<file path="src/rtl/seq_arith_8b_minmax_frame.sv">
// Streaming unsigned min/max/count over val/rdy frames delimited by in_last.
// Emits one result per frame; a result handoff may overlap the next frame's first element.
module seq_arith_8b_minmax_frame #(
  parameter int unsigned nbits = 8,
  parameter int unsigned cbits = 8
) (
  input  logic             clk,
  input  logic             reset,
  input  logic             in_val,
  output logic             in_rdy,
  input  logic [nbits-1:0] in_data,
  input  logic             in_last,
  output logic             out_val,
  input  logic             out_rdy,
  output logic [nbits-1:0] out_min,
  output logic [nbits-1:0] out_max,
  output logic [cbits-1:0] out_count
);

  typedef enum logic [1:0] {
    IDLE  = 2'd0,
    ACCUM = 2'd1,
    DONE  = 2'd2
  } state_t;

  state_t           state_q, state_d;
  logic [nbits-1:0] min_q, min_d;
  logic [nbits-1:0] max_q, max_d;
  logic [cbits-1:0] cnt_q, cnt_d;
  logic             in_xfer;
  logic             out_xfer;

  // Ready depends only on state and out_rdy, never on in_val.
  assign in_rdy   = (state_q == DONE) ? out_rdy : 1'b1;
  assign out_val  = (state_q == DONE);
  assign in_xfer  = in_val && in_rdy;
  assign out_xfer = out_val && out_rdy;

  assign out_min   = min_q;
  assign out_max   = max_q;
  assign out_count = cnt_q;

  always_comb begin
    state_d = state_q;
    min_d   = min_q;
    max_d   = max_q;
    cnt_d   = cnt_q;
    unique case (state_q)
      IDLE: begin
        if (in_xfer) begin
          min_d   = in_data;
          max_d   = in_data;
          cnt_d   = cbits'(1);
          state_d = in_last ? DONE : ACCUM;
        end
      end
      ACCUM: begin
        if (in_xfer) begin
          if (in_data < min_q) min_d = in_data;
          if (in_data > max_q) max_d = in_data;
          if (cnt_q != '1)     cnt_d = cnt_q + cbits'(1);
          state_d = in_last ? DONE : ACCUM;
        end
      end
      DONE: begin
        if (out_xfer) begin
          if (in_xfer) begin
            min_d   = in_data;
            max_d   = in_data;
            cnt_d   = cbits'(1);
            state_d = in_last ? DONE : ACCUM;
          end else begin
            state_d = IDLE;
          end
        end
      end
      default: state_d = IDLE;
    endcase
  end

  always_ff @(posedge clk or negedge reset) begin
    if (!reset) begin
      state_q <= IDLE;
      min_q   <= '0;
      max_q   <= '0;
      cnt_q   <= '0;
    end else begin
      state_q <= state_d;
      min_q   <= min_d;
      max_q   <= max_d;
      cnt_q   <= cnt_d;
    end
  end

endmodule

</file>
<file path="config.mk">
export PLATFORM = sky130hd
export DESIGN_NAME = seq_arith_8b_minmax_frame
export DESIGN_NICKNAME = d
export VERILOG_FILES = /design/src/rtl/seq_arith_8b_minmax_frame.sv
export SDC_FILE = /design/constraint.sdc
export NUM_CORES = 1
export LEC_CHECK = 0
export BUFFER_PORTS_ARGS = -buffer_cell sky130_fd_sc_hd__buf_2
export CAP_MARGIN = 25
export CORE_MARGIN = 4
export CORE_UTILIZATION = 30
export CTS_CLUSTER_DIAMETER = 50
export CTS_CLUSTER_SIZE = 30
export DETAILED_ROUTE_END_ITERATION = 16
export GPL_ROUTABILITY_DRIVEN = 0
export SKIP_CTS_REPAIR_TIMING = 1
export SYNTH_ARGS = -nofsm -noshare
export SYNTH_HDL_FRONTEND = slang
export SYNTH_SLANG_ARGS = --single-unit
</file>
<file path="constraint.sdc">
create_clock -name clk -period 4.6 [get_ports clk]
set_clock_uncertainty 0.2 [all_clocks]
set_input_delay 0.46 -clock clk [delete_from_list [all_inputs] [get_ports clk]]
set_output_delay 0.46 -clock clk [all_outputs]
set_load 0.03 [all_outputs]
</file>
==> results of run 1 <==
## report_power, final
group | switching (mW) | total, mW | internal [mW]
Sequential | 0.0686 | 0.379 | 0.310
Clock | 0.0698 | 0.186 | 0.116
Combinational | 0.376 | 0.619 | 0.243
Total | 0.514 | 1.18 | 0.669
## worst register-to-register path, cell delays in order, from the launching register on
cell and delay, ns:
dfrtp_1 0.37, inv_1 0.05, ha_1 0.33, nand4_1 0.15
nor3_1 0.07, a211o_1 0.30, o21bai_4 0.30, mux2_2 0.38
## cell type report
type | instances | area share, %
Clock buffer | 3 | 2.13
Clock inverter | 1 | 1.55
Inverter | 18 | 3.49
Multi-Input combinational cell | 103 | 44.9
Sequential cell | 26 | 33.6
Tap cell | 70 | 4.52
Timing Repair Buffer | 38 | 9.81
## state kept, by name, indices dropped and copies added, names as in the netlist
name	cells
out_count	8
out_max	8
out_min	8
state_q	2
## how the worst min path moves through the flow
stage                     slack [ns]                  endpoint  cells past startpoint   from
after floorplan                -0.04  out_count[0]$_DFFE_PN0P_                      0  reset
after global placement          0.30    out_max[3]$_DFFE_PN0P_                      1  reset
after detailed placement        0.30    out_max[3]$_DFFE_PN0P_                      1  reset
after CTS                     -0.005    out_max[3]$_DFFE_PN0P_                      1  reset
after global routing            0.02    out_max[3]$_DFFE_PN0P_                      1  reset
final                          -0.03    out_max[3]$_DFFE_PN0P_                      1  reset
## stage by stage
| stage | area (um2) | power, mW | utilization, % | hold slack, ns |
|---|---|---|---|---|
| floorplan | 1590 | 0.841 | - | -0.0356 |
| global placement | 1870 | 1.00 | 36.6 | 0.296 |
| detailed placement | 1870 | 1.01 | 36.6 | 0.302 |
| CTS | 1940 | 1.20 | 37.9 | -0.00499 |
| global route | 1940 | 1.28 | 37.9 | 0.0167 |
| finish | 1940 | 1.18 | 37.9 | -0.0260 |
## cell usage in the layout (no fill, tap or decap), types with 2 or more instances in the layout
cell	count
buf_2	38
dfrtp_1	26
inv_1	18
mux2_2	17
ha_1	16
nor2_1	9
nand2_1	9
a21oi_1	8
xnor2_1	5
nand2b_1	4
o21ai_0	4
nor3_1	4
nand3_1	4
clkbuf_8	3
nor3_2	2
a211o_1	2
nand4_1	2
## cell families after synthesis
| logic type | after synthesis | synth area share [%] |
|---|---|---|
| buffers and inverters | 18 | 4.25 |
| multiplexers | 17 | 12.0 |
| AND/OR/NAND/NOR | 42 | 14.3 |
| AO/OA/AOI/OAI | 23 | 13.1 |
| flip-flops | 26 | 40.9 |
| adder cells (fa/ha/maj) | 16 | 12.6 |
| XOR/XNOR | 5 | 2.76 |
## routing by layer
metal | GRT usage, % | vias up
li1 | - | 597
met1 | 14.5 | 578
met2 | 17.3 | 14
met3 | 1.22 | 2
met4 | 4.56 | 0
met5 | 0 | -
==> impl_results.md, run 1 <==
* Share of layout cells above drive strength 1 at ~37%
* Syn nets at between 150 and 200
* # Max-Cap Violations at 0
* Reg-to-Reg Start: out_max[5]$_DFFE_PN0P_
* Final Hold Viols at 26
* Initial Util at between 30% and 40%
* List of most frequent post-synthesis cells: 26 x dfrtp_1, 18 x inv_1, 17 x mux2_2, 16 x ha_1
* DR WL met3 at ~72 um
* Mean Syn Cell Area at roughly 11 um2
* Bufs and invs on worst path at 1
* Cell Chain, Critical Path: inv_1, ha_1, nand4_1, nor3_1, a211o_1, o21bai_4, mux2_2
* Clock buffer depth at 2
* Final net count at roughly 220
* Die area at roughly 6500 um2
* Clock transition at path regs at about 0.09 ns
* Leak at 0.933 nW
* H-tree levels at 1
* Outcome: finished with violations
* Critical path depth at 7
* Final worst setup slack at about 2.3 ns
* Chip width at 80.8 um
* Post-route insts no fill at 259
* IO Pins at 39
* Final setup fails at 0
* VDD IR max at ~0.00024 V
* Class of the worst hold path: input pin to asynchronous set/reset pin
* RSZ-0062 raised after global routing: false
* Critical path's largest stage delay at roughly 0.38 ns
* Worst r2r dst: out_max[2]$_DFFE_PN0P_
* Reg2reg path depth at 7
* Final WL at 3250 um
* Critical Path RT at 4.56 ns
* Initial DRT Pass Iterations at 4
* Dpl cells at between 200 and 300
* Area occupied by multi-input gates at between 800 and 900 um2
* PD cells at between 600 and 700 nW/um2
* CTS tree: done
* CP Class: register to register
* Largest net degree at the start of global routing at 27
* Initial antenna violation count at 0
* Mapped Cells at ~150
* Cell Rows at 26
* CP Max Fanout at 8
* Post-synth EDFFs at 0
* Final worst-path cycle share at approximately half
* Vias per inst at around 4.6
* Setup slack at placement at between 2 and 2.5 ns
* Post-synthesis register bit count at 26
* Top routing layer in use: met4
* Slew headroom at 61.6%
* Async SR Flop Fraction at between 90% and 100%
* Crit path to: out_max[2]$_DFFE_PN0P_
* M1 wire length at 1560 um
* Synthesized area at 1590 um2
* TritonCTS Buffers at 3
* GR Util All Layers at a little over a tenth
* Met2 wire len at approximately 1600 um
* Vias in the first global route at ~1100
* Die Span Y at 80.8 um
* Most common cell in the netlist: dfrtp_1
* Core box area at just over 5000 um2
* Worst reg2reg setup slack at between 2 and 2.5 ns
* Seq/Total Area, Yosys at approximately two fifths
* Top FF cell, synth: dfrtp_1
* Synthesis-to-finish area growth at 22.0%
* First-pass GRT wire length at ~5400 um
* Failing checks: negative hold slack
* Setup TNS Final at 0 ns
* Top cell type's share of synthesized area at approximately 41%
* Skew-Pair Late Insertion Delay at about 0.27 ns
* Antenna viol nets, final at 0
* Crit path DAT at 2.23 ns
* Max Slew Vio Count at 0
* Fmax at roughly 440 MHz
* CP endpoint kind: register
* CP Launch Type: register
* Total congestion overflow at 0
* DR WL/cell at between 10 and 15 um
* Root buf cell: clkbuf_8
* Hold_ws at -0.0260 ns
* Yosys warns at 0
* Final min period at approximately 2.3 ns
* Worst Setup SP: out_max[5]$_DFFE_PN0P_
* Critical-path top delay cell: mux2_2
* DRT iter0 DRCs at 38
* Top post-synthesis cells by area: dfrtp_1 41%, ha_1 13%, mux2_2 12%
* Crit path max-delay family: compound AO/OA/AOI/OAI gates
* Unique cell type count in the Yosys netlist at 32
* Filler cells at between 500 and 600
* DP Wirelength at approximately 2600 um
* Vias at 1191
* Register Area at approximately 650 um2
* Yosys top cell by area: dfrtp_1
* CTS sink count at 26
* Drt drc at 0
* # diodes at 0
* Slew @ Worst Pin at 0.576 ns
* PortBufs at 38
(Power assumes the default switching activity.)
==> run 2: changes to the inputs <==
clock period = 1.9 ns   (was 4.6 ns; I/O delays follow)
==> run 2 against run 1 <==
The run ends with negative setup slack left. Global-route usage up 1.7 points. Register-to-register slack lost 2.5 ns. Sequential share of layout area shrank 5.9 points. Highest routed layer unchanged. Clock power up 95%. Largest power group unchanged.
==> impl_results.md, run 2 (same netlist as run 1, synthesis figures left out) <==
* Worst hold path cell count at 3
* Hold endpoint: state_q[0]$_DFFE_PN0P_
* CTS tree: done
* CP Launch Type: register
* Filler cells at between 500 and 600
* DR WL/cell at roughly 13 um
* Outcome: finished with violations
* Area occupied by multi-input gates at 1030 um2
* Synthesis-to-finish area growth at 50.7%
* PD cells at between 1000 and 1500 nW/um2
* Core box area at between 5000 and 6000 um2
* Clock transition at path regs at about 0.090 ns
* Initial Util at 31.1%
* Commonest non-fill, non-tap cell in the layout: buf_2
* Share of layout cells above drive strength 1 at between 50 and 60%
* Leak at between 1 and 1.5 nW
* Reg-to-Reg Start: out_max[5]$_DFFE_PN0P_
* Vias at roughly 1300
* Final worst-path cycle share at 111%
* TritonCTS Buffers at 3
* Initial antenna violation count at 0
* Vias in the first global route at roughly 1300
* Reg2reg path depth at 8
* Final Hold Viols at 0
* CP Class: register to register
* Max Slew Vio Count at 0
* Largest net degree at the start of global routing at 27
* Most frequent cells in the layout: 38 x buf_2, 30 x buf_4, 17 x dfrtp_1
* Crit path DAT at ~2.1 ns
* # Max-Cap Violations at 0
* Final worst setup slack at -0.201 ns
* Register Area at approximately 660 um2
* Worst Min Path Start: out_rdy
* Final net count at about 260
* Final WL at 3830 um
* Clock buffer depth at 2
* Skew-Pair Late Insertion Delay at between 0.2 and 0.3 ns
* PortBufs at 38
* Final min period at roughly 2.1 ns
* Critical Path RT at roughly 1.9 ns
* Final Core Density at a little under half
* Drt drc at 0
* DP Wirelength at slightly below 3000 um
* Vias per inst at roughly 4.5
* RSZ-0062 raised after global routing: true
* Die area at 6530 um2
* IO Pins at 39
* Worst reg2reg setup slack at -0.20 ns
* Class of the worst hold path: input pin to register
* DRT iter0 DRCs at 71
* Worst r2r dst: out_max[7]$_DFFE_PN0P_
* GR Util All Layers at between 10% and 20%
* Failing checks: negative setup slack
* H-tree levels at 1
* Fmax at 476 MHz
* VDD IR max at 0.000561 V
* Total congestion overflow at 0
* Chip width at between 80 and 90 um
* # diodes at 0
* Total Power at between 3 and 4 mW
* CP Max Fanout at 3
* CP endpoint kind: register
* Initial DRT Pass Iterations at 4
* Slew headroom at approximately 60%
* Cell Rows at 26
* Die Span Y at 80.8 um
* Root buf cell: clkbuf_8
* Antenna viol nets, final at 0
* Slew @ Worst Pin at ~0.6 ns
* Final setup fails at 16
* First-pass GRT wire length at 6340 um
* CTS sink count at 26
[run 2: stage by stage]
step           worst slack (ns)  instance area [um2]  TNS [ns]  cells  hold WS (ns)
2_1_floorplan            -0.248                 1680     -3.62    147        -0.306
3_3_place_gp             -0.296                 2180     -3.76    284        0.0393
3_5_place_dp             -0.312                 2180     -4.09    284        0.0396
4_1_cts                  -0.340                 2230     -4.41    288        -0.266
5_1_grt                  -0.266                 2390     -3.97    296        0.0280
6_report                 -0.201                 2390     -2.95    296        0.0238
[run 2: metal layers]
| layer | vias up | track usage (%) | routed length, um |
|---|---|---|---|
| met2 | 19 | 18.0 | 1760 |
| met4 | 0 | 5.41 | 58 |
| met3 | 4 | 1.55 | 114 |
| met1 | 642 | 18.3 | 1900 |
| met5 | - | 0 | 0 |
| li1 | 674 | - | - |
[run 2: power breakdown]
group	internal [mW]	switching, mW	total [mW]
Combinational	1.09	1.14	2.23
Sequential	0.767	0.139	0.906
Clock	0.185	0.176	0.362
[run 2: how the worst max path moves through the flow]
stage / startpoint / to / slack [ns] / cells past startpoint
floorplan: out_min[5]$_DFFE_PN0P_ / out_min[4]$_DFFE_PN0P_ / -0.25 / 7
global placement: out_min[5]$_DFFE_PN0P_ / out_min[5]$_DFFE_PN0P_ / -0.30 / 7
detailed placement: out_min[5]$_DFFE_PN0P_ / out_min[0]$_DFFE_PN0P_ / -0.31 / 7
CTS: out_min[5]$_DFFE_PN0P_ / out_min[6]$_DFFE_PN0P_ / -0.34 / 7
global route: out_max[3]$_DFFE_PN0P_ / out_max[2]$_DFFE_PN0P_ / -0.27 / 8
finish: out_max[5]$_DFFE_PN0P_ / out_max[7]$_DFFE_PN0P_ / -0.20 / 8
[run 2: area by class of cell]
cell class,instances,area share [%]
Timing Repair Buffer,75,20.5
Inverter,18,2.82
Multi-Input combinational cell,103,43.1
Tap cell,70,3.66
Clock buffer,4,2.30
Sequential cell,26,27.6
[run 2: worst max-delay path, stage by stage, from the launching register on]
cell and delay, ns:
dfrtp_2 0.42, inv_2 0.06, ha_4 0.19, buf_6 0.11, buf_4 0.13, a2111oi_4 0.33, o21bai_4 0.10, buf_4 0.15
mux2_4 0.29
==> run 3: changes to the inputs <==
CORE_UTILIZATION = 48   (was 30)
PLACE_DENSITY = 0.76   (was unset)
==> run 3 against run 2 <==
Combinational power grew 3%. Highest routed layer unchanged. Die area shrank 34%. Global-route usage grew 6.1 points. Core utilization grew 29 points. Routed wire length grew 3.0%. Total power grew 0.34%. Sequential power grew 2%. The flow still finishes with violations (negative setup slack). Largest cell class unchanged. Final cell count shrank 8.8%. Critical path type unchanged.
==> impl_results.md, run 3 (same netlist as run 1, synthesis figures left out) <==
* Vias per inst at 5.10
* Share of layout cells above drive strength 1 at between 50% and 60%
* Final net count at around 260
* Total Power at 3.51 mW
* Finished Cell Area at between 2000 and 2500 um2
* Cell Rows at 20
* CTS sink count at 26
* Clock transition at path regs at 0.14 ns
* Vias at 1377
* Bufs and invs on worst path at 2
* Hold_ws at 0.00675 ns
* Dpl cells at ~260
* DRT iter0 DRCs at 53
* Critical-path top delay cell: dfrtp_2
* Cell Chain, Critical Path: inv_2, ha_4, nand4_1, a21oi_2, a2111oi_4, o21bai_4, buf_6, mux2_4
* Most frequent cells in the layout: 38 x buf_2, 28 x buf_4, 17 x dfrtp_1
* Clock buffer depth at 2
* First-pass GRT wire length at between 6000 and 7000 um
* M3 GR Usage at under 10%
* Outcome: finished with violations
* Worst Min Path Start: in_data[5]
* Filler cells at 236
* Final WL at 3950 um
* GR Util All Layers at around 18%
* Critical Path RT at between 1.5 and 2 ns
* Failing checks: negative setup slack
* Root buf cell: clkbuf_4
* Skew-Pair Late Insertion Delay at approximately 0.33 ns
* # diodes at 0
* DP Area at 2150 um2
* Initial antenna violation count at 0
* Setup TNS Final at -3.32 ns
* Leak at 1.16 nW
* Initial DRT Pass Iterations at 4
* IO Pins at 39
* Antenna viol nets, final at 0
* Commonest non-fill, non-tap cell in the layout: buf_2
* Total congestion overflow at 0
* Die area at approximately 4300 um2
* Final min period at ~2.1 ns
* Crit path DAT at 2.16 ns
* Max Slew Vio Count at 0
* CTS tree: done
* TritonCTS Buffers at 3
* PortBufs at 38
* Final Hold Viols at 0
* Vias in the first global route at around 1300
* Final worst-path cycle share at 112%
* Final setup fails at 16
* Drt drc at 0
* Slew @ Worst Pin at 0.610 ns
* DR WL/cell at ~15 um
* Class of the worst hold path: input pin to register
* Worst reg2reg setup slack at -0.23 ns
* Chip width at about 66 um
* Fmax at ~470 MHz
* Largest net degree at the start of global routing at 27
* Critical path's largest stage delay at approximately 0.44 ns
* Met2 GRT Util at about a third
* CP endpoint kind: register
* Core box area at 3100 um2
* VDD IR max at ~0.00095 V
* Initial Util at slightly above 50%
* CP Class: register to register
* Die Span Y at around 66 um
* H-tree levels at 1
* GRT met1 Usage at a little under a quarter
* Reg-to-Reg Start: out_max[4]$_DFFE_PN0P_
* Final worst setup slack at -0.228 ns
* RSZ-0062 raised after global routing: true
* Post-route insts no fill at between 200 and 300
* Synthesis-to-finish area growth at 48.7%
* Crit path max-delay family: compound AO/OA/AOI/OAI gates
* DP Wirelength at roughly 3000 um
* Worst Setup SP: out_max[4]$_DFFE_PN0P_
* Gr busiest metal: met2
* PD cells at between 1000 and 1500 nW/um2
* CP Launch Type: register
* # Max-Cap Violations at 0
* CP Max Fanout at 5
* Slew headroom at roughly 59%
==> run 3: cell count changes in the layout (fill, tap and decap cells not counted), moves of 2 or more <==
cell,delta
buf_4,-2
buf_6,-2
clkbuf_4,+3
clkbuf_8,-3
dlygate4sd3_1,+3
==> run 3: routing by layer <==
layer / share of wire, % / vias to the layer above
met5: 0 / -
met4: 1.1 / 0
met3: 3.3 / 5
met2: 50 / 34
met1: 46 / 657
li1: - / 681
==> run 3: worst reg2reg max path, stage by stage (launching register included) <==
cell       delay, ns
dfrtp_2         0.44
inv_2           0.07
ha_4            0.20
nand4_1         0.14
a21oi_2         0.07
a2111oi_4       0.37
o21bai_4        0.09
buf_6           0.14
mux2_4          0.30
==> run 3: final timing paths <==
check / endpoint / depth (start not counted)
hold / removal: out_max[5]$_DFFE_PN0P_ / 2
setup reg to reg: out_max[4]$_DFFE_PN0P_ / 8
max in group asynchronous: out_max[5]$_DFFE_PN0P_ / 2
min in group asynchronous: out_min[1]$_DFFE_PN0P_ / 2
hold reg to reg: out_min[2]$_DFFE_PN0P_ / 1
setup / recovery: out_max[4]$_DFFE_PN0P_ / 8
==> run 3: stage by stage <==
step,worst slack (ns),utilization [%]
6_report,-0.228,76.2
5_1_grt,-0.302,76.2
4_1_cts,-0.342,70.6
3_5_place_dp,-0.321,69.4
3_3_place_gp,-0.275,69.4
2_1_floorplan,-0.248,-
==> run 3: final cells by class <==
| type | instances | area [um2] | area share, % |
|---|---|---|---|
| Sequential cell | 26 | 662 | 28.0 |
| Multi-Input combinational cell | 103 | 1040 | 43.9 |
| Clock buffer | 4 | 36.3 | 1.54 |
| Inverter | 18 | 67.6 | 2.86 |
| Tap cell | 44 | 55.1 | 2.33 |
| Timing Repair Buffer | 75 | 504 | 21.3 |
==> run 3: report_power, final <==
part           switching, mW  leakage, nW  internal, mW
Sequential             0.156        0.309         0.766
Combinational           1.18        0.826          1.12
Clock                  0.174       0.0210         0.117
